===== src/rtl/glay_kernel_cu_dispatch_scheduler.sv =====
// Kernel-level cluster dispatch scheduler.
// Accepts a run request, issues staggered one-cycle start pulses to the enabled
// clusters, collects their done indications and reports aggregate done.
// An optional watchdog ends a run that takes too long and flags it.
module glay_kernel_cu_dispatch_scheduler #(
  parameter int NUM_GRAPH_CLUSTERS = 4,
  parameter int STAGGER_CYCLES     = 4,
  parameter int TIMEOUT_CYCLES     = 0,
  parameter int TIMEOUT_W          = 32
) (
  input  logic                                        ap_clk,
  input  logic                                        ap_rst_n,
  input  logic                                        sched_start_in,
  input  logic                                        sched_continue_in,
  input  logic [NUM_GRAPH_CLUSTERS-1:0]               cu_enable_mask_in,
  input  logic [NUM_GRAPH_CLUSTERS-1:0]               cu_done_in,
  output logic [NUM_GRAPH_CLUSTERS-1:0]               cu_start_out,
  output logic [NUM_GRAPH_CLUSTERS-1:0]               cu_busy_out,
  output logic                                        sched_ready_out,
  output logic                                        sched_busy_out,
  output logic                                        sched_done_out,
  output logic                                        sched_timeout_out,
  output logic [$clog2(NUM_GRAPH_CLUSTERS+1)-1:0]     dispatch_count_out
);

  localparam int N     = NUM_GRAPH_CLUSTERS;
  localparam int PTR_W = (N > 1) ? $clog2(N) : 1;
  localparam int CNT_W = $clog2(N + 1);
  localparam int GAP_W = (STAGGER_CYCLES > 1) ? $clog2(STAGGER_CYCLES) : 1;

  localparam logic [TIMEOUT_W-1:0] WD_MAX  = TIMEOUT_W'(TIMEOUT_CYCLES);
  localparam logic [TIMEOUT_W-1:0] WD_LAST = TIMEOUT_W'((TIMEOUT_CYCLES > 0) ? TIMEOUT_CYCLES - 1 : 0);
  localparam logic [CNT_W-1:0]     CNT_MAX = CNT_W'(N);

  localparam logic [2:0] ST_IDLE     = 3'd0;
  localparam logic [2:0] ST_DISPATCH = 3'd1;
  localparam logic [2:0] ST_GAP      = 3'd2;
  localparam logic [2:0] ST_BUSY     = 3'd3;
  localparam logic [2:0] ST_DONE     = 3'd4;

  logic [2:0]           state_q, state_n;
  logic [N-1:0]         mask_q, mask_n;
  logic [N-1:0]         started_q, started_n;
  logic [N-1:0]         done_q, done_n, done_hit;
  logic [PTR_W-1:0]     ptr_q, ptr_n;
  logic [GAP_W-1:0]     gap_q, gap_n;
  logic [TIMEOUT_W-1:0] wd_q, wd_n;
  logic [CNT_W-1:0]     count_q, count_n;
  logic                 to_q, to_n;
  logic                 ready_n;
  logic [N-1:0]         start_n;
  logic                 all_done;
  logic                 in_run;

  // Lowest set bit of m at index >= from (0 when none).
  function automatic logic [PTR_W-1:0] first_set(input logic [N-1:0] m, input int from);
    logic [PTR_W-1:0] r;
    r = '0;
    for (int i = N - 1; i >= 0; i--) begin
      if (m[i] && (i >= from)) r = PTR_W'(i);
    end
    return r;
  endfunction

  // True when m has any set bit strictly above position p.
  function automatic logic any_above(input logic [N-1:0] m, input logic [PTR_W-1:0] p);
    logic r;
    r = 1'b0;
    for (int i = 0; i < N; i++) begin
      if (m[i] && (i > int'(p))) r = 1'b1;
    end
    return r;
  endfunction

  function automatic logic [N-1:0] onehot(input logic [PTR_W-1:0] p);
    logic [N-1:0] v;
    for (int i = 0; i < N; i++) v[i] = (i == int'(p));
    return v;
  endfunction

  // Next-state decode: run sequencing, done collection and watchdog.
  always_comb begin
    state_n   = state_q;
    mask_n    = mask_q;
    started_n = started_q;
    ptr_n     = ptr_q;
    gap_n     = gap_q;
    wd_n      = wd_q;
    count_n   = count_q;
    to_n      = to_q;
    ready_n   = 1'b0;
    done_hit  = done_q | (cu_done_in & started_q & mask_q);
    done_n    = (state_q == ST_IDLE) ? done_q : done_hit;
    all_done  = (done_hit == mask_q);
    in_run    = (state_q == ST_DISPATCH) || (state_q == ST_GAP) || (state_q == ST_BUSY);

    case (state_q)
      ST_IDLE, ST_DONE: begin
        if (sched_start_in) begin
          mask_n    = cu_enable_mask_in;
          started_n = '0;
          done_n    = '0;
          count_n   = '0;
          to_n      = 1'b0;
          wd_n      = TIMEOUT_W'(1);
          ready_n   = 1'b1;
          ptr_n     = first_set(cu_enable_mask_in, 0);
          state_n   = (cu_enable_mask_in == '0) ? ST_DONE : ST_DISPATCH;
        end else if ((state_q == ST_DONE) && sched_continue_in) begin
          state_n = ST_IDLE;
        end
      end
      ST_DISPATCH: begin
        // The pulse for ptr is on the wire this cycle; it counts as started from now on.
        started_n = started_q | onehot(ptr_q);
        if (count_q != CNT_MAX) count_n = count_q + CNT_W'(1);
        if (!any_above(mask_q, ptr_q)) begin
          state_n = ST_BUSY;
        end else if (STAGGER_CYCLES > 0) begin
          state_n = ST_GAP;
          gap_n   = GAP_W'(STAGGER_CYCLES - 1);
        end else begin
          ptr_n = first_set(mask_q, int'(ptr_q) + 1);
        end
      end
      ST_GAP: begin
        if (gap_q == '0) begin
          state_n = ST_DISPATCH;
          ptr_n   = first_set(mask_q, int'(ptr_q) + 1);
        end else begin
          gap_n = gap_q - GAP_W'(1);
        end
      end
      ST_BUSY: begin
        if (all_done) state_n = ST_DONE;
      end
      default: state_n = ST_IDLE;
    endcase

    // A run that completes in the same cycle as the watchdog expiry is a normal completion.
    if ((TIMEOUT_CYCLES > 0) && in_run && !((state_q == ST_BUSY) && all_done)) begin
      if (wd_q != WD_MAX) wd_n = wd_q + TIMEOUT_W'(1);
      if (wd_q >= WD_LAST) begin
        to_n    = 1'b1;
        state_n = ST_DONE;
      end
    end

    start_n = (state_n == ST_DISPATCH) ? onehot(ptr_n) : '0;
  end

  // State and registered outputs; reset clears everything at once.
  always_ff @(posedge ap_clk or negedge ap_rst_n) begin
    if (!ap_rst_n) begin
      state_q            <= ST_IDLE;
      mask_q             <= '0;
      started_q          <= '0;
      done_q             <= '0;
      ptr_q              <= '0;
      gap_q              <= '0;
      wd_q               <= '0;
      count_q            <= '0;
      to_q               <= 1'b0;
      cu_start_out       <= '0;
      cu_busy_out        <= '0;
      sched_ready_out    <= 1'b0;
      sched_busy_out     <= 1'b0;
      sched_done_out     <= 1'b0;
    end else begin
      state_q            <= state_n;
      mask_q             <= mask_n;
      started_q          <= started_n;
      done_q             <= done_n;
      ptr_q              <= ptr_n;
      gap_q              <= gap_n;
      wd_q               <= wd_n;
      count_q            <= count_n;
      to_q               <= to_n;
      cu_start_out       <= start_n;
      cu_busy_out        <= started_n & ~done_n;
      sched_ready_out    <= ready_n;
      sched_busy_out     <= (state_n == ST_DISPATCH) || (state_n == ST_GAP) || (state_n == ST_BUSY);
      sched_done_out     <= (state_n == ST_DONE);
    end
  end

  assign sched_timeout_out  = to_q;
  assign dispatch_count_out = count_q;

endmodule


===== config.mk =====
export PLATFORM = sky130hd
export DESIGN_NAME = glay_kernel_cu_dispatch_scheduler
export DESIGN_NICKNAME = d
export VERILOG_FILES = /design/src/rtl/glay_kernel_cu_dispatch_scheduler.sv
export SDC_FILE = /design/constraint.sdc
export NUM_CORES = 1
export LEC_CHECK = 0
export CORE_MARGIN = 3
export CORE_UTILIZATION = 45
export CTS_CLUSTER_SIZE = 24
export DETAILED_ROUTE_END_ITERATION = 10
export HOLD_SLACK_MARGIN = 0.05
export PLACE_DENSITY = 0.82
export SYNTH_ARGS = -nofsm -noshare
export SYNTH_HDL_FRONTEND = slang
export SYNTH_SLANG_ARGS = --single-unit

===== constraint.sdc =====
create_clock -name ap_clk -period 1.47 [get_ports ap_clk]
set_input_delay 0.2205 -clock ap_clk [delete_from_list [all_inputs] [get_ports ap_clk]]
set_output_delay 0.2205 -clock ap_clk [all_outputs]
set_load 0.005 [all_outputs]

# Word-level counts from Yosys, hierarchy flattened
# Cells that the tools add are included.
# classes
add_sub_neg	3
n_mul	0
div	0
magnitude_cmp	7
n_eq_ne	20
shift	0
mux	36
bitwise	6
reduce_logical	21
# op_table
op	n
$mux W2	12
$mux W3	7
$mux W4	5
$and A4 B4 Y4	3
$eq A3 B2 Y1 const B	4
$pmux W3 S4	1
$eq A2 B2 Y1 const A	4
$logic_and A1 B1 Y1	8
$or A4 B4 Y4	2
$pmux W2 S2	2
$pmux W4 S2	1
$mux W1	7
$eq A3 B1 Y1 const B	2
$eq A3 B3 Y1 const B	2
$ge A1 B3 Y1 const A	2
$ge A2 B3 Y1 const A	2
$logic_not A2 Y1	3
$pmux W3 S2	1
$reduce_and A3 Y1	2
$eq A1 B2 Y1 const A	2
$eq A4 B4 Y1	1
$gt A2 B2 Y1 const A	2
$logic_not A4 Y1	1
$ne A2 B1 Y1 const B	2
12 further kinds	15
# word_totals
register_bits	33
latch_bits	0
ram_bits	0
mem_bits_ro	0
mem_count	0

# Depth between registers and ports, before layout
# logic_depth
word_depth	11
depth_mapped	6
mapped_depth_nobuf	6

# Least setup slack after synthesis
# No wires, ideal clock.
# synth_timing
path_kind	register to register
startpoint	register state_q[0]
endpoint	register cu_busy_out[2]
setup_ps	119
t_arrival_ps	1382
slack_ps	-31
path_stages_with_launch	6
path_buffers	2
period_less_slack_ps	1501
cell_sequence	dfrtp_1 or3b_1 buf_2 buf_2 a32o_1 o21a_1
# synth_between
word_cells_on_any_way	10
classes_between	eq/ne (2); mux (4); bitwise (2); reduce/logical (2)
# synth_lines
item	line_no	text
from (decl)	41	logic [2:0] state_q, state_n;
from (signal assigned)	170	state_q <= state_n;
$eq A3 B3 Y1 or $logic_not A3 Y1 (tied branches)	97	case (state_q)
$reduce_or A2 Y1	97	
$pmux W4 S2 (*)	97	
named net started_n[2]	43	logic [N-1:0] started_q, started_n;
$and A4 B4 Y4 (*)	180	cu_busy_out <= started_n & ~done_n;
to (signal assigned)	180	
to (decl)	18	output logic [NUM_GRAPH_CLUSTERS-1:0] cu_busy_out,
# Mark *: on every way through the listed nets, which the timed path passes. The rest lies on a longest branch.
# A chain may end at the register's enable or synchronous reset.

# Worst setup path after layout
# layout_timing
startpoint	register ptr_q[0]
endpoint	register state_q[0]
# layout_between
elab_chain_len	8
word_cells_on_any_way	12
classes_between	order compare (3); mux (6); reduce/logical (3)
# layout_lines
item	line_no	text
from (decl)	45	logic [PTR_W-1:0] ptr_q, ptr_n;
from (signal assigned)	174	ptr_q <= ptr_n;
$gt A1 B2 Y1	70	if (m[i] && (i > int'(p))) r = 1'b1;
$logic_and A1 B1 Y1	70	
$mux W1 (2 in series)	70	
$mux W1 (*)	70	
$mux W1 (*)	97	
$mux W1 (*)	117	if (!any_above(mask_q, ptr_q)) begin
$pmux W3 S4 (*)	97	
named net state_n[0]	41	
# Mark *: on every way through the listed nets, which the timed path passes. The rest lies on a longest branch. The select of a mux whose other input is x is not followed.

==> metrics.cfg <==
[run_status]
status = finished with violations
violations = setup timing

[power]
switching_share_pct = 39.28
seqPwrFrac_pct = 33.1
power_frac_clock_pct = 10.1
p_comb_share_pct = 56.9
p_sw_mw = 1.889
leakagePower_nw = 1.080
powerDensity_nw_per_um2 = 2079
vdd.ir_drop.worst_mv = 0.9367
internal-power_mw = 2.919

[timing]
timing.final.ws_setup_ns = -0.1213
min_period_ns = 1.591
skew_ns = 0.01023
report.final.slew_viol_count = 0
rsz0062_at_grt = yes
setup_viol = 16
finalCritPeriodShare_pct = 108.3
final_hold_viol_count = 0
max_freq_mhz = 628.4

[place]
pre_cts_slack_ns = -0.4445
io_buffer_count = 25
place.gp.congestion = 0.8400
dp_hpwl_um = 2738
placedCellCount = 235

[floorplanning]
start_util_pct = 49.09
core.rowCount = 20
num_io_pins = 27
dieArea_um2 = 4210
die-height_um = 64.89
coreArea_um2 = 3178
fp.dieW_um = 64.89

[global_routing]
antenna_found_initial = 0
grt_pass1_wl_um = 6831
grt_usage_pct = 21.34
grt_pass1_vias = 1525
grt_max_degree = 34
overflow = 0

[setup_path]
required_ns = 1.68
crit_start = ptr_q[0]$_DFF_PN0_
reg2reg_to = state_q[0]$_DFF_PN0_
worstSetupStartpointType = flip-flop
crit_chain = buf_4 -> buf_4 -> a21boi_1 -> nor2_1 -> a31oi_2 -> buf_4 -> o21ai_0
worst_path_most_repeated_cell = buf_4
critical-path-top-delay-family = compound AO/OA/AOI/OAI gates
cp_num_cells = 7
crit_arrival_ns = 1.80
critical-path-max-stage-delay_ns = 0.40
endpoint_kind = flip-flop
rrSetupSlack_ns = -0.12
cpMaxStageDelayCell = dfrtp_1
crit_type = reg2reg
worstSetupEndpoint = state_q[0]$_DFF_PN0_
r2r_cells = 7
critPathMaxFanout = 6
r2r_start = ptr_q[0]$_DFF_PN0_
cp_num_buf_inv = 3

[synthesis]
yosysWarningCount = 0
synth-edff-count = 0
synth.distinct_cells = 44
seq_area_frac_synth_pct = 52.93
synth-main-ff-cell = dfrtp_1
synth_seq_cells = 33
synth_fp_nets = 166
syn_inst = 151
async_flop_share_pct = 100.0
syn_area_um2 = 1560
syn_area_per_cell_um2 = 10.33

[cts]
tritoncts = done
numCtsBuffers = 5
clockBufferDepth = 2
htreeDepth = 2
numClockSinks = 33
insertion_delay_ns = 0.33
path_clk_slew_ns = 0.10
cts_root_buffer = clkbuf_4

[layout]
diodes = 0
final.fill_count = 213
fin_nets = 228
final_cells = 258
area_growth_pct = 48.20
layout-drive-gt1-share_pct = 34.11

[drt]
wire_per_inst_um = 16.45
dr.pass1.iters = 4
viasPerCell = 5.508
drt-total-wl_um = 4243
ant_nets = 0
vias = 1421
drt_iter0_drc = 69
drc = 0

[job]
cap_violations = 0

[worst_hold_path]
hp-class = in2async

[final cells by class]
cell class	instances	area [um2]	share of cell area, %
Sequential cell	33	825.8	35.71
Inverter	11	42.54	1.840
Timing Repair Buffer	61	556.8	24.08
Clock inverter	2	10.01	0.4329
Multi-Input combinational cell	101	780.7	33.77
Tap cell	44	55.05	2.381
Clock buffer	6	41.29	1.786
[worst reg2reg max path, delay by kind of cell, from the launching register on]
kind                   cells  cell delay, ns
AO/OA/AOI/OAI              3            0.53
buffers and inverters      3            0.44
flip-flops                 1            0.40
AND/OR/NAND/NOR            1            0.10
[cell families after synthesis]
logic type / after synthesis / synth area share [%]
other: 1 / 0.2403
and+or+nand+nor: 57 / 19.33
AOI/OAI and AO/OA: 38 / 18.61
muxes: 2 / 1.283
buffers and inverters: 17 / 5.212
DFF: 33 / 52.93
adders and majority gates: 3 / 2.406
[metal layers]
layer | vias up | track usage (%) | routed length (um)
met4 | 0 | 11.35 | 121
li1 | 659 | - | -
met5 | - | 0 | 0
met1 | 697 | 23.65 | 1678
met3 | 15 | 5.546 | 238
met2 | 50 | 37.16 | 2205
[through the flow]
stage	setup TNS, ns	hold slack, ns	instance area, um2	util, %	total power [mW]
after floorplan	-0.02848	-0.07509	1573	-	2.676
after global routing	-1.712	0.3172	2312	72.76	5.119
final	-0.9316	0.2759	2312	72.76	4.808
after detailed placement	-10.10	0.5087	1984	62.44	3.534
after CTS	-0.1459	0.2884	2216	69.72	4.480
after global placement	-8.751	0.4997	1984	62.44	3.404
[registers in the layout (all words and copies together) (netlist names)]
name	count
cu_busy_out	4
started_q	4
done_q	4
sched_done_out	1
cu_start_out	4
gap_q	2
dispatch_count_out	3
ptr_q	2
mask_q	4
sched_ready_out	1
state_q	3
sched_busy_out	1
[cell usage in the layout (no fill, tap or decap), types with 2 or more instances in the layout]
| master | instances |
|---|---|
| a21oi_1 | 3 |
| a21boi_1 | 2 |
| nand2b_1 | 4 |
| or4_4 | 2 |
| a32o_2 | 2 |
| buf_6 | 6 |
| clkinv_2 | 3 |
| clkdlybuf4s50_1 | 23 |
| nand2_1 | 21 |
| ha_1 | 3 |
| a32o_1 | 2 |
| nor2b_2 | 2 |
| o31ai_4 | 2 |
| o31ai_2 | 2 |
| mux2i_1 | 2 |
| or3b_4 | 3 |
| nor2b_1 | 4 |
| nand3_1 | 3 |
| o21a_1 | 4 |
| o21ai_2 | 2 |
| clkbuf_4 | 5 |
| buf_4 | 29 |
| inv_1 | 9 |
| dfrtp_1 | 33 |
| o21ai_1 | 2 |
| nor2_1 | 8 |
| a41oi_1 | 2 |
| a41oi_2 | 2 |
[cell usage after synthesis (all sizes together), types with 4 or more instances]
master | instances | share of area [%]
a21oi | 5 | 1.8
nand2b | 4 | 1.6
nor2 | 8 | 1.9
buf | 6 | 2.5
o21ai | 5 | 1.6
o21a | 4 | 1.9
dfrtp | 33 | 53
nand2 | 21 | 5.1
inv | 10 | 2.4
nor2b | 6 | 2.4
a41oi | 4 | 2.2
o31ai | 5 | 2.4
a32o | 4 | 2.6
[timing repair]
| action | CTS | global route |
|---|---|---|
| pin swaps | 5 | 3 |
| gates resized for setup | 22 | 18 |
| hold buffers | 0 | 0 |
| setup endpoints to repair | 31 | 29 |
| buffers inserted | 11 | 4 |
[worst min path at each step]
stage | slack [ns] | cells past startpoint | start | to
6_report | 0.28 | 2 | ap_rst_n | done_q[1]$_DFF_PN0_
5_1_grt | 0.32 | 2 | ap_rst_n | done_q[1]$_DFF_PN0_
4_1_cts | 0.29 | 2 | ap_rst_n | cu_busy_out[1]$_DFF_PN0_
3_5_place_dp | 0.51 | 2 | done_q[3]$_DFF_PN0_ | done_q[3]$_DFF_PN0_
3_3_place_gp | 0.50 | 2 | gap_q[1]$_DFFE_PN0P_ | gap_q[1]$_DFFE_PN0P_
2_1_floorplan | -0.08 | 0 | ap_rst_n | cu_busy_out[0]$_DFF_PN0_
[power by group through the flow]
stage               clock network (mW)  registers (mW)  logic [mW]
finish                           0.484            1.59        2.73
global route                     0.529            1.63        2.96
CTS                              0.494            1.56        2.43
detailed placement                   0            1.57        1.96
global placement                     0            1.54        1.86
floorplan                            0            1.54        1.14
No activity file was read; power rests on OpenSTA's default activity.
